## src/rtl/store_controller.sv

```systemverilog
// Store-side sequencer for the GEMM accelerator: streams the finished C tile
// from the accumulator to memory one row per cycle, then pulses done_store.
module store_controller #(
   parameter int ADDR_W = 32,
   parameter int SIZE_W = 5
) (
   input  logic              clk,
   input  logic              rst,
   input  logic              can_store,
   input  logic              mem_stall,
   input  logic [ADDR_W-1:0] tile_C_addr,
   input  logic [ADDR_W-1:0] tile_C_stride,
   input  logic [SIZE_W-1:0] msize,
   input  logic [SIZE_W-1:0] nsize,
   output logic              done_store,
   output logic              gen_addr_store,
   output logic [ADDR_W-1:0] next_row_addr_store,
   output logic              interface_en_store,
   output logic              interface_rdwr_store,
   output logic [SIZE_W-1:0] interface_control_store,
   output logic              accum_rd_en,
   output logic [SIZE_W-1:0] accum_rd_row,
   output logic              store_busy
);

   typedef enum logic [1:0] {IDLE, WRITE, EMPTY} state_t;

   state_t            state;
   logic [SIZE_W-1:0] row_q;
   logic [SIZE_W-1:0] msize_q;
   logic [SIZE_W-1:0] nsize_q;
   logic [ADDR_W-1:0] addr_q;
   logic [ADDR_W-1:0] stride_q;
   logic              last_row;

   assign last_row = (row_q == (msize_q - SIZE_W'(1)));

   always_ff @(posedge clk or posedge rst) begin
      if (rst) begin
         state    <= IDLE;
         row_q    <= '0;
         addr_q   <= '0;
         stride_q <= '0;
         msize_q  <= '0;
         nsize_q  <= '0;
      end else begin
         case (state)
            IDLE: begin
               if (can_store) begin
                  if (msize != '0) begin
                     addr_q   <= tile_C_addr;
                     stride_q <= tile_C_stride;
                     msize_q  <= msize;
                     nsize_q  <= nsize;
                     row_q    <= '0;
                     state    <= WRITE;
                  end else begin
                     state <= EMPTY;
                  end
               end
            end
            // A stalled cycle holds everything; the tile always runs to completion.
            WRITE: begin
               if (!mem_stall) begin
                  if (last_row) begin
                     state <= IDLE;
                  end else begin
                     addr_q <= addr_q + stride_q;
                     row_q  <= row_q + SIZE_W'(1);
                  end
               end
            end
            EMPTY:   state <= IDLE;
            default: state <= IDLE;
         endcase
      end
   end

   // Outputs are forced low while rst is high so they drop in the reset cycle itself.
   always_comb begin
      done_store              = 1'b0;
      gen_addr_store          = 1'b0;
      next_row_addr_store     = '0;
      interface_en_store      = 1'b0;
      interface_rdwr_store    = 1'b0;
      interface_control_store = '0;
      accum_rd_en             = 1'b0;
      accum_rd_row            = '0;
      store_busy              = 1'b0;
      if (!rst) begin
         store_busy = (state != IDLE);
         case (state)
            IDLE: begin
               if (can_store && (msize != '0)) begin
                  gen_addr_store      = 1'b1;
                  next_row_addr_store = tile_C_addr;
                  accum_rd_en         = 1'b1;
               end
            end
            WRITE: begin
               if (!mem_stall) begin
                  interface_en_store      = 1'b1;
                  interface_rdwr_store    = 1'b1;
                  interface_control_store = nsize_q;
                  if (last_row) begin
                     done_store = 1'b1;
                  end else begin
                     gen_addr_store      = 1'b1;
                     next_row_addr_store = addr_q + stride_q;
                     accum_rd_en         = 1'b1;
                     accum_rd_row        = row_q + SIZE_W'(1);
                  end
               end
            end
            EMPTY:   done_store = 1'b1;
            default: ;
         endcase
      end
   end

endmodule

```

## config.mk

```make
export PLATFORM = sky130hd
export DESIGN_NAME = store_controller
export DESIGN_NICKNAME = d
export VERILOG_FILES = /design/src/rtl/store_controller.sv
export SDC_FILE = /design/constraint.sdc
export NUM_CORES = 1
export LEC_CHECK = 0
export ABC_CLOCK_PERIOD_IN_PS = 5700
export CAP_MARGIN = 15
export CORE_MARGIN = 4
export CORE_UTILIZATION = 40
export CTS_CLUSTER_SIZE = 20
export DETAILED_ROUTE_END_ITERATION = 10
export HOLD_SLACK_MARGIN = 0.05
export PLACE_DENSITY = 0.69
export SYNTH_ARGS = -nofsm -noshare
export SYNTH_HDL_FRONTEND = slang
export SYNTH_SLANG_ARGS = --single-unit
```

## constraint.sdc

```tcl
create_clock -name clk -period 5.7 [get_ports clk]
set_clock_uncertainty 0.1 [all_clocks]
set_input_delay 0.855 -clock clk [delete_from_list [all_inputs] [get_ports clk]]
set_output_delay 0.855 -clock clk [all_outputs]
set_load 0.01 [all_outputs]
```

==> reports/results.txt <==
Final Max Slew Viols: 0
First-pass DRT Iterations: 5
Crit path max fanout: 5
Critical Path Sink Type: output pin
Synth top area share: 36.2%
Worst Max-Slew Pin Slew: 870 ps
Share of layout cells above drive strength 1: 5.07%
GPL Wtd Cong: 0.897
Syn Area/Cell: 8.09 um2
Clock slew seen by the registers of the worst setup and hold paths: 60 ps
Multi-input gate area: 3360 um2
DR iter-0 viols: 331
Setup TNS: 0 ps
Largest net degree at the start of global routing: 56
Post-CTS Setup Repair Bufs: 0
RSZ-0062 raised after global routing: no
Diodes inserted: 0
Synth area leaders: dfrtp_1 36%, nand2_1 12%, ha_1 8.0%, o21ai_0 4.8%, a21oi_1 3.8%
Post-CTS Resized: 0
Worst Hold Class: reg -> reg
Crit share post-route: 86.6%
# DRC: 0
Routed wire length: 18.3 mm
Flop and latch count out of synthesis: 81
Synth cell count leaders: 185 x nand2_1, 81 x dfrtp_1, 54 x o21ai_0, 52 x nor2_1, 42 x a21oi_1
Syn-to-layout area delta: 29.8%
Detail Placement HPWL: 13.6 mm
Top_reg_cell synth: dfrtp_1
Post-synth EDFFs: 0
# clock sinks: 81
CP Cell Sequence: ha_1, fa_1, a21o_1, a31o_2, a31o_2, a41o_1, a31o_2, a31oi_2, o21ai_0, xnor2_1, o21ai_0, clkdlybuf4s50_1
Hold Buf Count CTS: 0
Die Area: 16000 um2
Max-capacitance violation count: 0
Worst path required time: 4740 ps
Avg Vias per Cell: 5.55
Gr usage total: 22.5%
Clock insertion delay at the later pin of the skew report: 350 ps
# setup viols final: 0
Site Rows: 42
IO buf count: 125
Total core area: 13500 um2
Pleak: 3.29 nW
Setup CP Type: reg -> out
CTS tree: built
First-pass GRT wire length: 29.0 mm
Die H: 126 um
WL per Instance: 18.6 um
Synthesis warning total: 0
Nets: 920
Fillers: 1288
Final ANT Viol Nets: 0
Peak supply drop: 0.252 mV
WHS: 369 ps
Clk root buf: clkbuf_16
Vias: 5462
Cells after Synth: 693
Hold Vio Cnt, Final: 0
Syn nets: 808
PwrDens: 647 nW/um2
Asr flop ratio synth: 100%
Die W: 126 um
Antenna violations before repair: 0
Most common cell on crit path: a31o_2
Netlist cell types: 58
GRT Residual Overflow: 0
Sequential element share of the synthesized area: 36.2%
Reg area: 2030 um2
Deepest clock path buffer count: 2
CTS H-tree lvls: 3
Crit start category: register
CTS Buf Count: 9
Fmax: 0.202 GHz
I/O pins: 126
Worst rel slew slack: 42.0%
Period minus WS final: 4940 ps
Outcome: completed
Cell with the most instances after synthesis: nand2_1
Mapped cell area: 5610 um2
CP max stage cell: clkdlybuf4s50_1
Initial core utilization: 41.5%
Cell taking the most area after synthesis: dfrtp_1
Crit-path max cell delay: 580 ps
Arrival time at the worst endpoint: 3980 ps
Vias in the first global route: 5519
==> where the power goes <==
part	total [mW]	switching (mW)	internal [mW]
Sequential	1.05	0.204	0.851
Clock	0.542	0.239	0.303
Combinational	3.11	1.87	1.24
Total	4.71	2.31	2.40
==> worst paths after layout <==
path	start	endpoint	slack [ps]	depth (start not counted)
max	addr_q[0]	next_row_addr_store[28]	760	12
min reg2reg	nsize_q[3]	nsize_q[3]	370	2
min in group asynchronous	rst	addr_q[26]	950	2
max reg2reg	msize_q[0]	addr_q[29]	2180	11
max in group asynchronous	rst	stride_q[25]	3430	3
min	nsize_q[3]	nsize_q[3]	370	2
==> state kept, by name (all words and copies together), names as in the netlist <==
signal	count
addr_q	32
msize_q	5
nsize_q	5
row_q	5
state	2
stride_q	32
==> cell usage in the layout, fill, tap and decap left out, types with 2 or more instances in the layout <==
master	Yosys	final
nand2_1	185	185
clkdlybuf4s50_1	0	125
dfrtp_1	81	81
o21ai_0	54	54
nor2_1	52	51
a21oi_1	42	41
ha_1	36	36
xnor2_1	19	19
xor2_1	19	19
a22oi_1	16	16
inv_1	16	15
mux2i_1	14	14
a22o_1	13	13
a21o_1	12	12
buf_4	3	11
nand3_1	10	10
clkbuf_16	0	9
and2_1	8	8
a31oi_1	6	6
o22ai_1	6	6
nor3_1	5	5
a211oi_1	5	5
nand4_1	5	5
nor4_1	4	4
a41oi_1	4	4
a211o_1	3	3
o211ai_1	3	3
a31o_2	3	3
a2bb2oi_1	3	3
mux2_2	3	3
clkinv_2	0	3
o211a_1	2	2
and3_1	2	2
o41ai_1	2	2
nor2_4	1	2
nor2b_1	2	2
a222oi_1	2	2
o21bai_1	2	2
clkbuf_1	26	2
==> layer usage <==
metal	wire, um	global-route usage, %	vias up
met2	8740	36.7	171
li1	-	-	2640
met5	0	0	-
met1	8460	30.9	2633
met3	809	3.49	18
met4	279	7.13	0
==> final cells by class <==
type	instances	area share, %
clock buffers	12	3.39
multi-input cells	560	46.3
repair buffers	136	18.3
clock inverters	3	0.241
inverters	17	0.894
flip-flops and latches	81	27.9
well taps	176	3.03
==> cells by family (layout without fill, tap and decap cells) <==
kind of cell | after synthesis | count (layout) | synth area share (%)
AOI/OAI and AO/OA | 187 | 187 | 21.5
xor gates and xnor gates | 38 | 38 | 5.94
adders and majority gates | 37 | 37 | 8.39
buffers and inverters | 52 | 168 | 4.02
DFF | 81 | 81 | 36.2
muxes | 17 | 17 | 3.10
and+or+nand+nor | 281 | 281 | 20.8
==> critical path: cells and delay by family, from the launching register on <==
| family | cells | cell delay (ps) |
|---|---|---|
| AOI/OAI and AO/OA | 8 | 1840 |
| adders and majority gates | 2 | 670 |
| buffers and inverters | 1 | 580 |
| DFF | 1 | 380 |
| xor gates and xnor gates | 1 | 160 |
==> stage by stage <==
stage / setup slack (ps) / power [mW] / cell area, um2 / utilization [%] / cells
final: 761 / 4.71 / 7270 / 53.9 / 985
after global routing: 631 / 5.08 / 7270 / 53.9 / 985
after CTS: 763 / 4.70 / 7270 / 53.9 / 985
after detailed placement: 1070 / 4.13 / 7010 / 51.9 / 970
after global placement: 1130 / 4.07 / 7000 / 51.9 / 969
after floorplan: 629 / 3.21 / 5610 / - / 693
Note: power is estimated with default switching activity, not from simulation.
